$ cat src/rtl/window_gen_3x3_pkg.sv
// Shared constants for the 3x3 window generator and the downstream MAC.
package window_gen_3x3_pkg;

    localparam int KERNEL_SIZE    = 3;
    localparam int IMG_WIDTH_DEF  = 28;
    localparam int IMG_HEIGHT_DEF = 28;

    // Bits needed to count 0..n-1 (never less than one bit).
    function automatic int cnt_width(input int n);
        return (n <= 2) ? 1 : $clog2(n);
    endfunction

endpackage

$ cat src/rtl/window_gen_3x3_line_buffer.sv
// One image row of pixel storage. The read is combinational on the same
// address that is written, so the returned value is the one stored before
// this cycle's write (read-before-write). No reset, so it maps onto RAM.
module window_gen_3x3_line_buffer
    import window_gen_3x3_pkg::*;
#(
    parameter int DATA_WIDTH = 8,
    parameter int DEPTH      = IMG_WIDTH_DEF
) (
    input  logic                        clk,
    input  logic                        i_we,
    input  logic [cnt_width(DEPTH)-1:0] i_addr,
    input  logic [DATA_WIDTH-1:0]       i_wdata,
    output logic [DATA_WIDTH-1:0]       o_rdata
);

    logic [DATA_WIDTH-1:0] r_mem [DEPTH];

    assign o_rdata = r_mem[i_addr];

    // Store the incoming pixel at the current column.
    always_ff @(posedge clk) begin
        if (i_we) r_mem[i_addr] <= i_wdata;
    end

endmodule

$ cat src/rtl/window_gen_3x3.sv
// Raster-scan 3x3 sliding-window generator (valid padding, stride 1).
// Two chained line buffers hold the previous rows; a 3x3 register array
// shifts left by one column per accepted pixel.
module window_gen_3x3
    import window_gen_3x3_pkg::*;
#(
    parameter int DATA_WIDTH = 8,
    parameter int IMG_WIDTH  = IMG_WIDTH_DEF,
    parameter int IMG_HEIGHT = IMG_HEIGHT_DEF
) (
    input  logic                  clk,
    input  logic                  resetn,
    input  logic [DATA_WIDTH-1:0] pix_in,
    input  logic                  pix_valid,
    input  logic                  pix_sof,
    output logic [DATA_WIDTH-1:0] img_r0_c0,
    output logic [DATA_WIDTH-1:0] img_r0_c1,
    output logic [DATA_WIDTH-1:0] img_r0_c2,
    output logic [DATA_WIDTH-1:0] img_r1_c0,
    output logic [DATA_WIDTH-1:0] img_r1_c1,
    output logic [DATA_WIDTH-1:0] img_r1_c2,
    output logic [DATA_WIDTH-1:0] img_r2_c0,
    output logic [DATA_WIDTH-1:0] img_r2_c1,
    output logic [DATA_WIDTH-1:0] img_r2_c2,
    output logic                  win_valid,
    output logic                  win_last
);

    localparam int CW = cnt_width(IMG_WIDTH);
    localparam int RW = cnt_width(IMG_HEIGHT);
    localparam logic [CW-1:0] COL_LAST = CW'(IMG_WIDTH - 1);
    localparam logic [RW-1:0] ROW_LAST = RW'(IMG_HEIGHT - 1);
    localparam logic [CW-1:0] COL_FULL = CW'(KERNEL_SIZE - 1);
    localparam logic [RW-1:0] ROW_FULL = RW'(KERNEL_SIZE - 1);

    logic [CW-1:0] r_col, w_col, w_col_nxt;
    logic [RW-1:0] r_row, w_row, w_row_nxt;
    logic [DATA_WIDTH-1:0] w_lb0, w_lb1;
    logic w_win_ok, w_win_end;
    logic r_win_valid, r_win_last;
    // [row][col]; row 0 is the oldest line, col 0 the oldest column.
    logic [KERNEL_SIZE-1:0][KERNEL_SIZE-1:0][DATA_WIDTH-1:0] r_win;

    // Effective position of the incoming pixel (SOF forces 0,0) and the
    // position the counters advance to once it is accepted.
    always_comb begin
        w_col     = pix_sof ? '0 : r_col;
        w_row     = pix_sof ? '0 : r_row;
        w_col_nxt = w_col + CW'(1);
        w_row_nxt = w_row;
        if (w_col == COL_LAST) begin
            w_col_nxt = '0;
            w_row_nxt = (w_row == ROW_LAST) ? '0 : w_row + RW'(1);
        end
        w_win_ok  = (w_row >= ROW_FULL) && (w_col >= COL_FULL);
        w_win_end = (w_row == ROW_LAST) && (w_col == COL_LAST);
    end

    // lb0 holds the row above the current one, lb1 the row above that.
    window_gen_3x3_line_buffer #(.DATA_WIDTH(DATA_WIDTH), .DEPTH(IMG_WIDTH)) u_lb0 (
        .clk     (clk),
        .i_we    (pix_valid),
        .i_addr  (w_col),
        .i_wdata (pix_in),
        .o_rdata (w_lb0)
    );

    window_gen_3x3_line_buffer #(.DATA_WIDTH(DATA_WIDTH), .DEPTH(IMG_WIDTH)) u_lb1 (
        .clk     (clk),
        .i_we    (pix_valid),
        .i_addr  (w_col),
        .i_wdata (w_lb0),
        .o_rdata (w_lb1)
    );

    // Raster position counters.
    always_ff @(posedge clk or negedge resetn) begin
        if (!resetn) begin
            r_col <= '0;
            r_row <= '0;
        end else if (pix_valid) begin
            r_col <= w_col_nxt;
            r_row <= w_row_nxt;
        end
    end

    // Shift the window left and load the new column; flag complete windows.
    always_ff @(posedge clk or negedge resetn) begin
        if (!resetn) begin
            r_win       <= '0;
            r_win_valid <= 1'b0;
            r_win_last  <= 1'b0;
        end else begin
            r_win_valid <= pix_valid && w_win_ok;
            r_win_last  <= pix_valid && w_win_ok && w_win_end;
            if (pix_valid) begin
                for (int rr = 0; rr < KERNEL_SIZE; rr++)
                    for (int cc = 0; cc < KERNEL_SIZE - 1; cc++)
                        r_win[rr][cc] <= r_win[rr][cc+1];
                r_win[0][KERNEL_SIZE-1] <= w_lb1;
                r_win[1][KERNEL_SIZE-1] <= w_lb0;
                r_win[2][KERNEL_SIZE-1] <= pix_in;
            end
        end
    end

    assign img_r0_c0 = r_win[0][0];
    assign img_r0_c1 = r_win[0][1];
    assign img_r0_c2 = r_win[0][2];
    assign img_r1_c0 = r_win[1][0];
    assign img_r1_c1 = r_win[1][1];
    assign img_r1_c2 = r_win[1][2];
    assign img_r2_c0 = r_win[2][0];
    assign img_r2_c1 = r_win[2][1];
    assign img_r2_c2 = r_win[2][2];
    assign win_valid = r_win_valid;
    assign win_last  = r_win_last;

endmodule
$ cat config.mk
export PLATFORM = sky130hd
export DESIGN_NAME = window_gen_3x3
export DESIGN_NICKNAME = d
export VERILOG_FILES = /design/src/rtl/window_gen_3x3_pkg.sv /design/src/rtl/window_gen_3x3_line_buffer.sv /design/src/rtl/window_gen_3x3.sv
export SDC_FILE = /design/constraint.sdc
export NUM_CORES = 1
export LEC_CHECK = 0
export CAP_MARGIN = 20
export CORE_ASPECT_RATIO = 0.7
export CORE_UTILIZATION = 30
export CTS_CLUSTER_DIAMETER = 80
export DETAILED_ROUTE_END_ITERATION = 7
export PLACE_DENSITY = 0.5
export SLEW_MARGIN = 20
export SYNTH_ARGS = -nofsm -noshare
export SYNTH_HDL_FRONTEND = slang
export SYNTH_HIERARCHICAL = 1
export SYNTH_SLANG_ARGS = --single-unit
$ cat constraint.sdc
create_clock -name clk -period 3.7 [get_ports clk]
set_clock_uncertainty 0.2 [all_clocks]
set_input_delay 0.37 -clock clk [delete_from_list [all_inputs] [get_ports clk]]
set_output_delay 0.37 -clock clk [all_outputs]
set_load 0.02 [all_outputs]
==> impl_metrics.py <==
metrics = {
    "synthesis": {
        "ys_warn_count": 6,
        "yosysSeqAreaShare_pct": 74.0,
        "syn_area_sq_um": 21000,
        "synth_ff_type": "edfxtp_1",
        "async_flop_share_pct": 15.8,
        "synthDistinctLibCells": 52,
        "synth_enable_flop_cells": 448,
        "synth_most_common_cell": "edfxtp_1",
        "yosysTopAreaCellShare_pct": 64.0,
        "ys_seq_elements": 532,
        "syn_inst": 1143,
        "netlist.top_cell.by_area": "edfxtp_1",
        "syn_nets": 1155,
        "synth_area_per_cell_sq_um": 18.4,
        "synthTopCellsByArea": "edfxtp_1 (64%), dfrtp_1 (10%), mux4_2 (7.3%), mux2i_1 (4.2%), mux2_2 (4.0%)",
        "synthTopCellsByCount": "edfxtp_1 (448), mux2i_1 (89), dfrtp_1 (84)",
    },
    "placed_design": {
        "place_hpwl_um": 35100,
        "dp.cells": 2196,
        "port_buffers": 85,
        "gp_congestion": 0.800,
        "placed_cell_area_sq_um": 23800,
        "dpl_worst_slack_ns": -0.0618,
    },
    "floorplan": {
        "die_width_um": 318,
        "coreArea_sq_um": 68700,
        "placementRows": 80,
        "die_h_um": 223,
        "start_util_pct": 30.6,
        "ios": 86,
        "die_area_sq_um": 71100,
    },
    "setup_path": {
        "reg2regPathDepth": 11,
        "crit_path_max_fanout": 30,
        "r2r_start": "r_col[1]$_DFFE_PN0P_",
        "regToRegSetupSlack_ns": 0.45,
        "r2r_end": "img_r0_c2[6]$_DFFE_PN0P_",
        "criticalPathCategory": "flop to flop",
        "end_kind": "flop",
        "start_kind": "flop",
        "worstPathRequired_ns": 3.99,
        "crit_arrival_ns": 3.53,
    },
    "global_route": {
        "antenna_found_initial": 2,
        "grt-ovfl-total": 0,
        "grt_pass1_wl_um": 78500,
        "grt_max_degree": 89,
        "grtUsageTotal_pct": 15.0,
        "grt_pass1_vias": 11400,
    },
    "clocking": {
        "cts_setup_buffers": 0,
        "clock-sinks": 532,
        "clock_latency_ns": 0.62,
        "cts_tree": "built",
        "htreeDepth": 2,
        "cts-root-buf": "clkbuf_16",
        "cts_buffers": 55,
        "clk_path_buf_depth": 3,
        "clkTransAtPathRegs_ns": 0.06,
    },
    "finish": {
        "final_area_sq_um": 25600,
        "area_delta_synth_final_pct": 21.8,
        "register_area_sq_um": 15600,
        "fillCellCount": 6362,
        "stdcell_count": 2303,
        "nNetsFinal": 1365,
        "drive_above_1_share_pct": 26.4,
        "largest_registers": "u_lb0/r_mem x224, u_lb1/r_mem x224",
        "multi_input_area_sq_um": 5080,
    },
    "run": {
        "maxCapViolations": 0,
    },
    "sta": {
        "finalSetupViolCount": 0,
        "post-route-worst-setup-slack_ns": 0.454,
        "worstMarginPinSlew_ns": 0.951,
        "slew_headroom_pct": 36.4,
        "fmax_ghz": 0.308,
        "rsz0062_at_grt": "no",
        "finalCriticalPeriod_ns": 3.25,
        "slew_viol_final": 0,
        "hold_viol_final": 0,
        "post-route-period-util_pct": 87.7,
        "setup_tns_ns": 0,
    },
    "route": {
        "drc": 0,
        "routed_wl_um": 53600,
        "final_antenna_net_count": 0,
        "viasPerCell": 4.94,
        "vias": 11400,
        "drt-initial-drc-count": 1118,
        "drt-wirelength-per-cell_um": 23.3,
        "dr.pass1.iters": 5,
    },
    "power_and_ir_drop": {
        "power_density_nw_per_um2": 619,
        "ir_drop_mv": 0.445,
        "leakagePower_nw": 8.50,
        "power_mw": 15.9,
    },
    "outcome": {
        "status": "completed",
    },
    "hold_path": {
        "hold_path.class": "primary input to async pin",
    },
}
## area by class of cell
cell class,instances,area share [%]
Clock inverter,20,0.860
Clock buffer,84,6.08
Sequential cell,532,60.7
Multi-Input combinational cell,536,19.8
Timing Repair Buffer,218,7.91
Antenna cell,1,0.00977
Inverter,10,0.147
Tap cell,902,4.41
## cell usage in the layout, fill, tap and decap left out, types with 7 or more instances in the layout
master and instances:
buf_4 117, dfrtp_1 84, nand3_1 7, and2_1 7, inv_1 10, buf_12 16, mux4_2 68, a22oi_1 25
edfxtp_1 448, nand3b_1 9, nor2_1 47, a221oi_1 12, nor3_1 20, nand2_1 48, clkbuf_1 24, nor2b_1 14
nand4_1 24, clkdlybuf4s50_1 78, mux2_2 74, o22ai_1 8, o21ai_1 19, mux2i_1 89, clkbuf_16 57
## cells by family after synthesis
group | synth area share (%)
simple gates | 5.61
mux | 15.5
compound gates | 2.90
buf+inv | 1.98
flops | 74.0
## how the worst max path moves through the flow
stage	from	endpoint	slack [ns]	depth (start not counted)
after CTS	r_col[1]$_DFFE_PN0P_	img_r0_c2[6]$_DFFE_PN0P_	0.48	11
after detailed placement	pix_sof	img_r0_c2[6]$_DFFE_PN0P_	-0.06	11
after global routing	r_col[1]$_DFFE_PN0P_	img_r0_c2[2]$_DFFE_PN0P_	0.29	11
after floorplan	pix_sof	img_r1_c2[1]$_DFFE_PN0P_	0.51	8
final	r_col[1]$_DFFE_PN0P_	img_r0_c2[6]$_DFFE_PN0P_	0.45	11
after global placement	pix_sof	img_r0_c2[4]$_DFFE_PN0P_	-0.09	9
## critical path, cell delays in order, from the launching register on
cell and delay, ns:
dfrtp_1 0.44, inv_1 0.15, nor2_4 0.12, buf_12 0.18, buf_12 0.27, buf_12 0.20
mux2i_1 0.46, a221oi_1 0.25, buf_4 0.19, o21ai_1 0.11, nand4_1 0.19, mux2_2 0.30
## metal layers
layer | track usage (%) | vias up | wire length [um]
li1 | - | 4996 | -
met1 | 24.4 | 5955 | 27600
met2 | 19.4 | 357 | 21300
met3 | 3.68 | 66 | 3810
met4 | 3.62 | 0 | 923
met5 | 0 | - | 0
## per-stage QoR
step	util, %	hold WS [ns]
after detailed placement	34.7	0.196
after global placement	34.7	0.182
after CTS	37.3	0.0732
after global routing	37.3	0.105
final	37.3	0.0942
after floorplan	-	-0.126
## power breakdown
| part | switching [mW] | internal, mW | total, mW | leakage [nW] |
|---|---|---|---|---|
| sequential | 0.316 | 7.14 | 7.46 | 5.05 |
| clock | 2.32 | 3.19 | 5.51 | 0.862 |
| combinational | 1.63 | 1.27 | 2.89 | 2.60 |
## repair_timing
item,CTS,global route
resized for setup,0,0
hold endpoints to repair,37,0
hold buffers,2,0
(Power assumes the default switching activity.)
